===== src/rtl/i2c_arb_pkg.sv =====
// Shared types and constants for the I2C bus arbiter: FSM state encoding,
// address/data widths and the default requester count.
package i2c_arb_pkg;

    localparam int ADDR_W             = 8;
    localparam int DATA_W             = 16;
    localparam int DEF_NUM_REQ        = 3;
    localparam int DEF_TIMEOUT_CYCLES = 64;

    typedef enum logic [2:0] {
        ST_IDLE      = 3'd0,
        ST_LAUNCH    = 3'd1,
        ST_WAIT_BUSY = 3'd2,
        ST_WAIT_DONE = 3'd3,
        ST_RELEASE   = 3'd4
    } arb_state_e;

    // Width of a requester index; at least one bit even for degenerate counts.
    function automatic int idx_width(input int n);
        return (n > 1) ? $clog2(n) : 1;
    endfunction

endpackage


===== src/rtl/i2c_bus_arbiter_rr_priority_picker.sv =====
// Combinational round-robin picker: the first set request bit found when
// searching upward from last+1, wrapping, as one-hot plus index.
module rr_priority_picker
    import i2c_arb_pkg::*;
#(
    parameter int NUM_REQ = DEF_NUM_REQ,
    parameter int IDX_W   = idx_width(DEF_NUM_REQ)
) (
    input  logic [NUM_REQ-1:0] req,
    input  logic [IDX_W-1:0]   last,
    output logic [NUM_REQ-1:0] winner_onehot,
    output logic [IDX_W-1:0]   winner_idx,
    output logic               valid
);

    logic [IDX_W-1:0] cand_s;
    logic             hit_s;

    // Walk the candidates in rotated priority order; the first hit sticks.
    always_comb begin
        winner_onehot = '0;
        winner_idx    = '0;
        valid         = 1'b0;
        cand_s        = '0;
        hit_s         = 1'b0;
        for (int k = 1; k <= NUM_REQ; k++) begin
            cand_s                = IDX_W'((int'(last) + k) % NUM_REQ);
            hit_s                 = !valid && req[cand_s];
            winner_onehot[cand_s] = winner_onehot[cand_s] | hit_s;
            winner_idx            = hit_s ? cand_s : winner_idx;
            valid                 = valid | hit_s;
        end
    end

endmodule


===== src/rtl/i2c_bus_arbiter.sv =====
// Round-robin arbiter sharing one I2C controller between NUM_REQ register-write
// requesters. Optional watchdog abort is enabled by defining I2C_ARB_TIMEOUT_EN.
module i2c_bus_arbiter
    import i2c_arb_pkg::*;
#(
    parameter int NUM_REQ        = DEF_NUM_REQ,
    parameter int TIMEOUT_CYCLES = DEF_TIMEOUT_CYCLES
) (
    input  logic                     clk,
    input  logic                     reset,
    input  logic [NUM_REQ-1:0]       req,
    input  logic [ADDR_W*NUM_REQ-1:0] req_dev_addr,
    input  logic [DATA_W*NUM_REQ-1:0] req_reg_data,
    output logic [NUM_REQ-1:0]       grant,
    output logic [NUM_REQ-1:0]       done,
    output logic                     ack_out,
    output logic                     err_out,
    output logic                     busy,
    output logic                     ctl_start,
    output logic [ADDR_W-1:0]        ctl_dev_addr,
    output logic [DATA_W-1:0]        ctl_reg_data,
    input  logic                     ctl_ready,
    input  logic                     ctl_ack
);

    localparam int IDX_W = idx_width(NUM_REQ);

    arb_state_e          state_r, state_nxt_s;
    logic [NUM_REQ-1:0]  grant_r, grant_nxt_s;
    logic [NUM_REQ-1:0]  done_r, done_nxt_s;
    logic                ack_r, ack_nxt_s;
    logic                busy_r, busy_nxt_s;
    logic                start_r, start_nxt_s;
    logic [ADDR_W-1:0]   addr_r, addr_nxt_s;
    logic [DATA_W-1:0]   data_r, data_nxt_s;
    logic [IDX_W-1:0]    winner_r, winner_nxt_s;
    logic [IDX_W-1:0]    last_r, last_nxt_s;

    logic [NUM_REQ-1:0]  pick_onehot_s;
    logic [IDX_W-1:0]    pick_idx_s;
    logic                pick_valid_s;
    logic                arb_go_s;
    logic                timeout_s;

    rr_priority_picker #(
        .NUM_REQ (NUM_REQ),
        .IDX_W   (IDX_W)
    ) u_picker (
        .req           (req),
        .last          (last_r),
        .winner_onehot (pick_onehot_s),
        .winner_idx    (pick_idx_s),
        .valid         (pick_valid_s)
    );

    // A busy controller keeps everyone waiting, including after a watchdog abort.
    assign arb_go_s = ctl_ready && pick_valid_s;

`ifdef I2C_ARB_TIMEOUT_EN
    localparam int WD_W = $clog2(TIMEOUT_CYCLES + 1);

    logic [WD_W-1:0] wd_cnt_r;
    logic            err_r, err_nxt_s;
    logic            waiting_s;

    assign waiting_s = (state_r == ST_WAIT_BUSY) || (state_r == ST_WAIT_DONE);
    assign timeout_s = waiting_s && (wd_cnt_r == WD_W'(TIMEOUT_CYCLES - 1));

    // Watchdog counter: cleared on launch, counts every cycle spent waiting.
    always_ff @(posedge clk) begin
        if (reset) begin
            wd_cnt_r <= '0;
        end else if (state_r == ST_LAUNCH) begin
            wd_cnt_r <= '0;
        end else if (waiting_s && !timeout_s) begin
            wd_cnt_r <= wd_cnt_r + 1'b1;
        end else begin
            wd_cnt_r <= wd_cnt_r;
        end
    end

    // Error flag: set by an abort, cleared by a normal completion, else held.
    always_comb begin
        err_nxt_s = err_r;
        if (timeout_s) begin
            err_nxt_s = 1'b1;
        end else if ((state_r == ST_WAIT_DONE) && ctl_ready) begin
            err_nxt_s = 1'b0;
        end else begin
            err_nxt_s = err_r;
        end
    end

    // Error flag register.
    always_ff @(posedge clk) begin
        if (reset) begin
            err_r <= 1'b0;
        end else begin
            err_r <= err_nxt_s;
        end
    end

    assign err_out = err_r;
`else
    assign timeout_s = 1'b0;
    assign err_out   = 1'b0;
`endif

    // FSM state register.
    always_ff @(posedge clk) begin
        if (reset) begin
            state_r <= ST_IDLE;
        end else begin
            state_r <= state_nxt_s;
        end
    end

    // FSM next-state logic.
    always_comb begin
        state_nxt_s = state_r;
        case (state_r)
            ST_IDLE:      state_nxt_s = arb_go_s ? ST_LAUNCH : ST_IDLE;
            ST_LAUNCH:    state_nxt_s = ST_WAIT_BUSY;
            ST_WAIT_BUSY: begin
                if (timeout_s) begin
                    state_nxt_s = ST_RELEASE;
                end else if (!ctl_ready) begin
                    state_nxt_s = ST_WAIT_DONE;
                end else begin
                    state_nxt_s = ST_WAIT_BUSY;
                end
            end
            ST_WAIT_DONE: begin
                if (timeout_s || ctl_ready) begin
                    state_nxt_s = ST_RELEASE;
                end else begin
                    state_nxt_s = ST_WAIT_DONE;
                end
            end
            ST_RELEASE:   state_nxt_s = ST_IDLE;
            default:      state_nxt_s = ST_IDLE;
        endcase
    end

    // FSM output logic: next values of every registered output and latch.
    always_comb begin
        grant_nxt_s  = grant_r;
        done_nxt_s   = done_r;
        ack_nxt_s    = ack_r;
        busy_nxt_s   = busy_r;
        start_nxt_s  = start_r;
        addr_nxt_s   = addr_r;
        data_nxt_s   = data_r;
        winner_nxt_s = winner_r;
        last_nxt_s   = last_r;
        case (state_r)
            ST_IDLE: begin
                if (arb_go_s) begin
                    grant_nxt_s  = pick_onehot_s;
                    busy_nxt_s   = 1'b1;
                    winner_nxt_s = pick_idx_s;
                    addr_nxt_s   = req_dev_addr[ADDR_W*pick_idx_s +: ADDR_W];
                    data_nxt_s   = req_reg_data[DATA_W*pick_idx_s +: DATA_W];
                end else begin
                    grant_nxt_s  = '0;
                    busy_nxt_s   = 1'b0;
                end
            end
            ST_LAUNCH: begin
                start_nxt_s = 1'b1;
            end
            ST_WAIT_BUSY: begin
                if (timeout_s) begin
                    start_nxt_s = 1'b0;
                    done_nxt_s  = grant_r;
                    ack_nxt_s   = 1'b0;
                end else if (!ctl_ready) begin
                    start_nxt_s = 1'b0;
                end else begin
                    start_nxt_s = 1'b1;
                end
            end
            ST_WAIT_DONE: begin
                if (timeout_s) begin
                    done_nxt_s = grant_r;
                    ack_nxt_s  = 1'b0;
                end else if (ctl_ready) begin
                    done_nxt_s = grant_r;
                    ack_nxt_s  = ctl_ack;
                end else begin
                    done_nxt_s = '0;
                end
            end
            ST_RELEASE: begin
                done_nxt_s  = '0;
                grant_nxt_s = '0;
                busy_nxt_s  = 1'b0;
                last_nxt_s  = winner_r;
            end
            default: begin
                grant_nxt_s = '0;
                done_nxt_s  = '0;
                busy_nxt_s  = 1'b0;
                start_nxt_s = 1'b0;
            end
        endcase
    end

    // Output and latch registers; the pointer resets so requester 0 goes first.
    always_ff @(posedge clk) begin
        if (reset) begin
            grant_r  <= '0;
            done_r   <= '0;
            ack_r    <= 1'b0;
            busy_r   <= 1'b0;
            start_r  <= 1'b0;
            addr_r   <= '0;
            data_r   <= '0;
            winner_r <= '0;
            last_r   <= IDX_W'(NUM_REQ - 1);
        end else begin
            grant_r  <= grant_nxt_s;
            done_r   <= done_nxt_s;
            ack_r    <= ack_nxt_s;
            busy_r   <= busy_nxt_s;
            start_r  <= start_nxt_s;
            addr_r   <= addr_nxt_s;
            data_r   <= data_nxt_s;
            winner_r <= winner_nxt_s;
            last_r   <= last_nxt_s;
        end
    end

    assign grant        = grant_r;
    assign done         = done_r;
    assign ack_out      = ack_r;
    assign busy         = busy_r;
    assign ctl_start    = start_r;
    assign ctl_dev_addr = addr_r;
    assign ctl_reg_data = data_r;

endmodule


===== config.mk =====
export PLATFORM = sky130hd
export DESIGN_NAME = i2c_bus_arbiter
export DESIGN_NICKNAME = d
export VERILOG_FILES = /design/src/rtl/i2c_arb_pkg.sv /design/src/rtl/i2c_bus_arbiter_rr_priority_picker.sv /design/src/rtl/i2c_bus_arbiter.sv
export SDC_FILE = /design/constraint.sdc
export NUM_CORES = 1
export LEC_CHECK = 0
export BUFFER_PORTS_ARGS = -buffer_cell sky130_fd_sc_hd__buf_2
export CORE_MARGIN = 1.5
export CORE_UTILIZATION = 40
export DETAILED_ROUTE_END_ITERATION = 7
export PLACE_DENSITY_LB_ADDON = 0.12
export SKIP_CTS_REPAIR_TIMING = 1
export SYNTH_ARGS = -nofsm -noshare
export SYNTH_HDL_FRONTEND = slang
export SYNTH_SLANG_ARGS = --single-unit

===== constraint.sdc =====
create_clock -name clk -period 6 [get_ports clk]
set_input_delay 0.9 -clock clk [delete_from_list [all_inputs] [get_ports clk]]
set_output_delay 0.9 -clock clk [all_outputs]
set_load 0.1 [all_outputs]

==> impl_metrics.json <==
{
  "place_area_um2": 2940,
  "whs_ns": 0.448,
  "syn_area_um2": 2400,
  "vias_per_cell": 5.30,
  "io_pins": 113,
  "grt_pass1_wl_um": 9350,
  "critPathLaunchType": "flop",
  "ys_seq_elements": 40,
  "clock-sinks": 40,
  "nets": 428,
  "final_cell_area_um2": 3010,
  "mostFrequentLayoutCell": "buf_2",
  "worstHoldStart": "done[1]",
  "clk_pin_slew_ns": 0.08,
  "p_clk_share_pct": 23.4,
  "routedWlPerCell_um": 14.4,
  "synth_cell_types": 44,
  "synth_edf_count": 0,
  "finalCritPeriodShare_pct": 51.9,
  "switching_share_pct": 41.5,
  "cts_root_buffer": "clkbuf_8",
  "crit_required_ns": 6.17,
  "slew_violations": 0,
  "fp.coreArea_um2": 5850,
  "cts_buffers": 5,
  "grt_pass1_vias": 1977,
  "drc": 0,
  "fp-row-count": 28,
  "dp_hpwl_um": 4170,
  "ys_seq_area_share_pct": 33.3,
  "max_cap_viol_count": 0,
  "totalWireLength_um": 6070,
  "worstPathCellList": "inv_1 -> ha_1 -> o32a_1 -> o221ai_2 -> a21o_1 -> or3_1 -> buf_4 -> o211ai_1",
  "fin_ws_ns": 2.89,
  "drive_above_1_share_pct": 42.4,
  "crit_slowest_cell": "a21o_1",
  "cellInternalPower_uw": 431,
  "dp_slack_ns": 2.75,
  "drtIter0Drc": 101,
  "antenna_found_initial": 0,
  "vias": 2236,
  "layout.cells.most_common_list": "buf_2 (111), dfxtp_1 (40), mux2i_1 (26), nand3b_1 (25), nand4b_1 (24)",
  "dieArea_um2": 6490,
  "min_path_type": "reg -> reg",
  "synthCells": 254,
  "vdd_drop_max_v": 0.0000924,
  "yosys_warnings": 0,
  "fmax_ghz": 0.321,
  "grt.total_usage_pct": 18.5,
  "clk_latency_ns": 0.29,
  "area_growth_pct": 25.3,
  "total_switching_power_uw": 306,
  "worst_slew_pin_slew_ns": 1.11,
  "yosys-top-cells-area": "dfxtp_1 (33%), mux2i_1 (11%), o211ai_2 (10%)",
  "diodes": 0,
  "grt_setup_unrepaired": "no",
  "synth_fp_nets": 335,
  "die_width_um": 80.5,
  "period_needed_ns": 3.11,
  "pwr-share-comb_pct": 36.2,
  "yosys_most_used_dff": "dfxtp_1",
  "cts_tree": "done",
  "grt-ovfl-total": 0,
  "drtAntennaViolNets": 0,
  "hold_viol_final": 0,
  "synth-async-reset-ratio_pct": 0,
  "crit_type": "reg -> reg",
  "maxSlewHeadroom_pct": 25.7,
  "avgSynthCellArea_um2": 9.47,
  "dr.pass1.iters": 4,
  "die_y_um": 80.5,
  "fin_skew_ns": 0.00606,
  "grt_max_degree": 62,
  "critPathMaxFanout": 30,
  "r2r-start": "last_r[0]",
  "worstPathArrival_ns": 3.28,
  "cpPeakStageDelay_ns": 0.78,
  "p_leak_uw": 0.00134,
  "htreeDepth": 2,
  "initial_core_util_pct": 41.1,
  "setup_viol": 0,
  "cp-startpoint": "last_r[0]",
  "globalplace.congestion": 0.758,
  "power_per_cell_area_nw_per_um2": 245,
  "yosys.area.top_type_share_pct": 33.3,
  "clock_path_buffers": 2,
  "cp-end-kind": "flop",
  "port_buffers": 111,
  "outcome": "finished, final reports clean",
  "setup_tns_ns": 0,
  "p_seq_share_pct": 40.4,
  "netlist.top_cell.by_area": "dfxtp_1"
}
## layout make-up
cell class | count | area [µm²]
clock buffer | 6 | 72.6
clock inverter | 1 | 5.00
multi-input combinational | 180 | 1440
fill | 583 | 2840
timing repair buffer | 114 | 578
tap | 75 | 93.8
sequential | 40 | 801
inverter | 6 | 22.5
## state kept, by name, indices dropped and copies added (netlist names)
name	cells
busy	1
ack_out	1
ctl_reg_data	16
state_r	3
ctl_start	1
done	3
last_r	2
winner_r	2
grant	3
ctl_dev_addr	8
## power by group through the flow
stage	clock network, µW	registers, µW	logic, µW
2_1_floorplan	0	426	87.8
3_3_place_gp	0	304	266
3_5_place_dp	0	304	268
4_1_cts	176	298	268
5_1_grt	189	300	280
6_report	173	298	267
## worst max-delay path: cells and delay by family, from the launching register on
family	cells	cell delay (ns)
AO/OA/AOI/OAI	4	1.54
adder cells (fa/ha/maj)	1	0.45
buffers and inverters	2	0.41
flip-flops	1	0.36
AND/OR/NAND/NOR	1	0.20
## path summary, 6_finish.rpt
check,endpoint,slack [ns],depth (start not counted)
hold reg to reg,done[1],0.45,2
setup reg to reg,ctl_dev_addr[3],2.89,8
setup / recovery,ctl_dev_addr[3],2.89,8
hold / removal,done[1],0.45,2
## kinds of logic (layout without fill, tap and decap cells)
group                    count (synthesis)  in the layout  share of synthesized area (%)
AND/OR/NAND/NOR                         93             93                           26.1
AO/OA/AOI/OAI                           57             57                           21.1
flip-flops                              40             40                           33.3
buffers and inverters                   34            127                           7.08
multiplexers                            26             26                           10.8
adder cells (fa/ha/maj)                  3              3                           1.46
other                                    1              1                          0.156
## stage by stage
stage,util [%],cells,power (µW)
after global placement,50.2,415,570
after global routing,51.5,422,770
after detailed placement,50.2,415,572
after CTS,51.5,422,742
final,51.5,422,737
after floorplan,-,254,514
## cells in the mapped netlist (2+ instances only)
library cell,count
nand4_1,3
nor2_1,9
buf_6,3
a32oi_1,2
dfxtp_1,40
nand3_1,2
o21ai_0,5
nand2b_1,2
buf_4,2
nand3b_1,25
mux2i_1,26
a31oi_1,2
inv_1,6
or3_1,2
clkbuf_1,13
nor2b_1,2
a21oi_1,11
nand2_1,16
o211ai_1,5
or2_2,2
ha_1,2
o211ai_2,20
nand4b_1,24
buf_2,10
## metal layers
metal | vias to the layer above | global-route usage [%] | part of all wire (%)
li1 | 1132 | - | -
met1 | 1027 | 24.6 | 45
met2 | 71 | 29.2 | 47
met3 | 6 | 5.45 | 6.9
met4 | 0 | 4.83 | 1.2
met5 | - | 0 | 0
No activity file was read; power rests on OpenSTA's default activity.
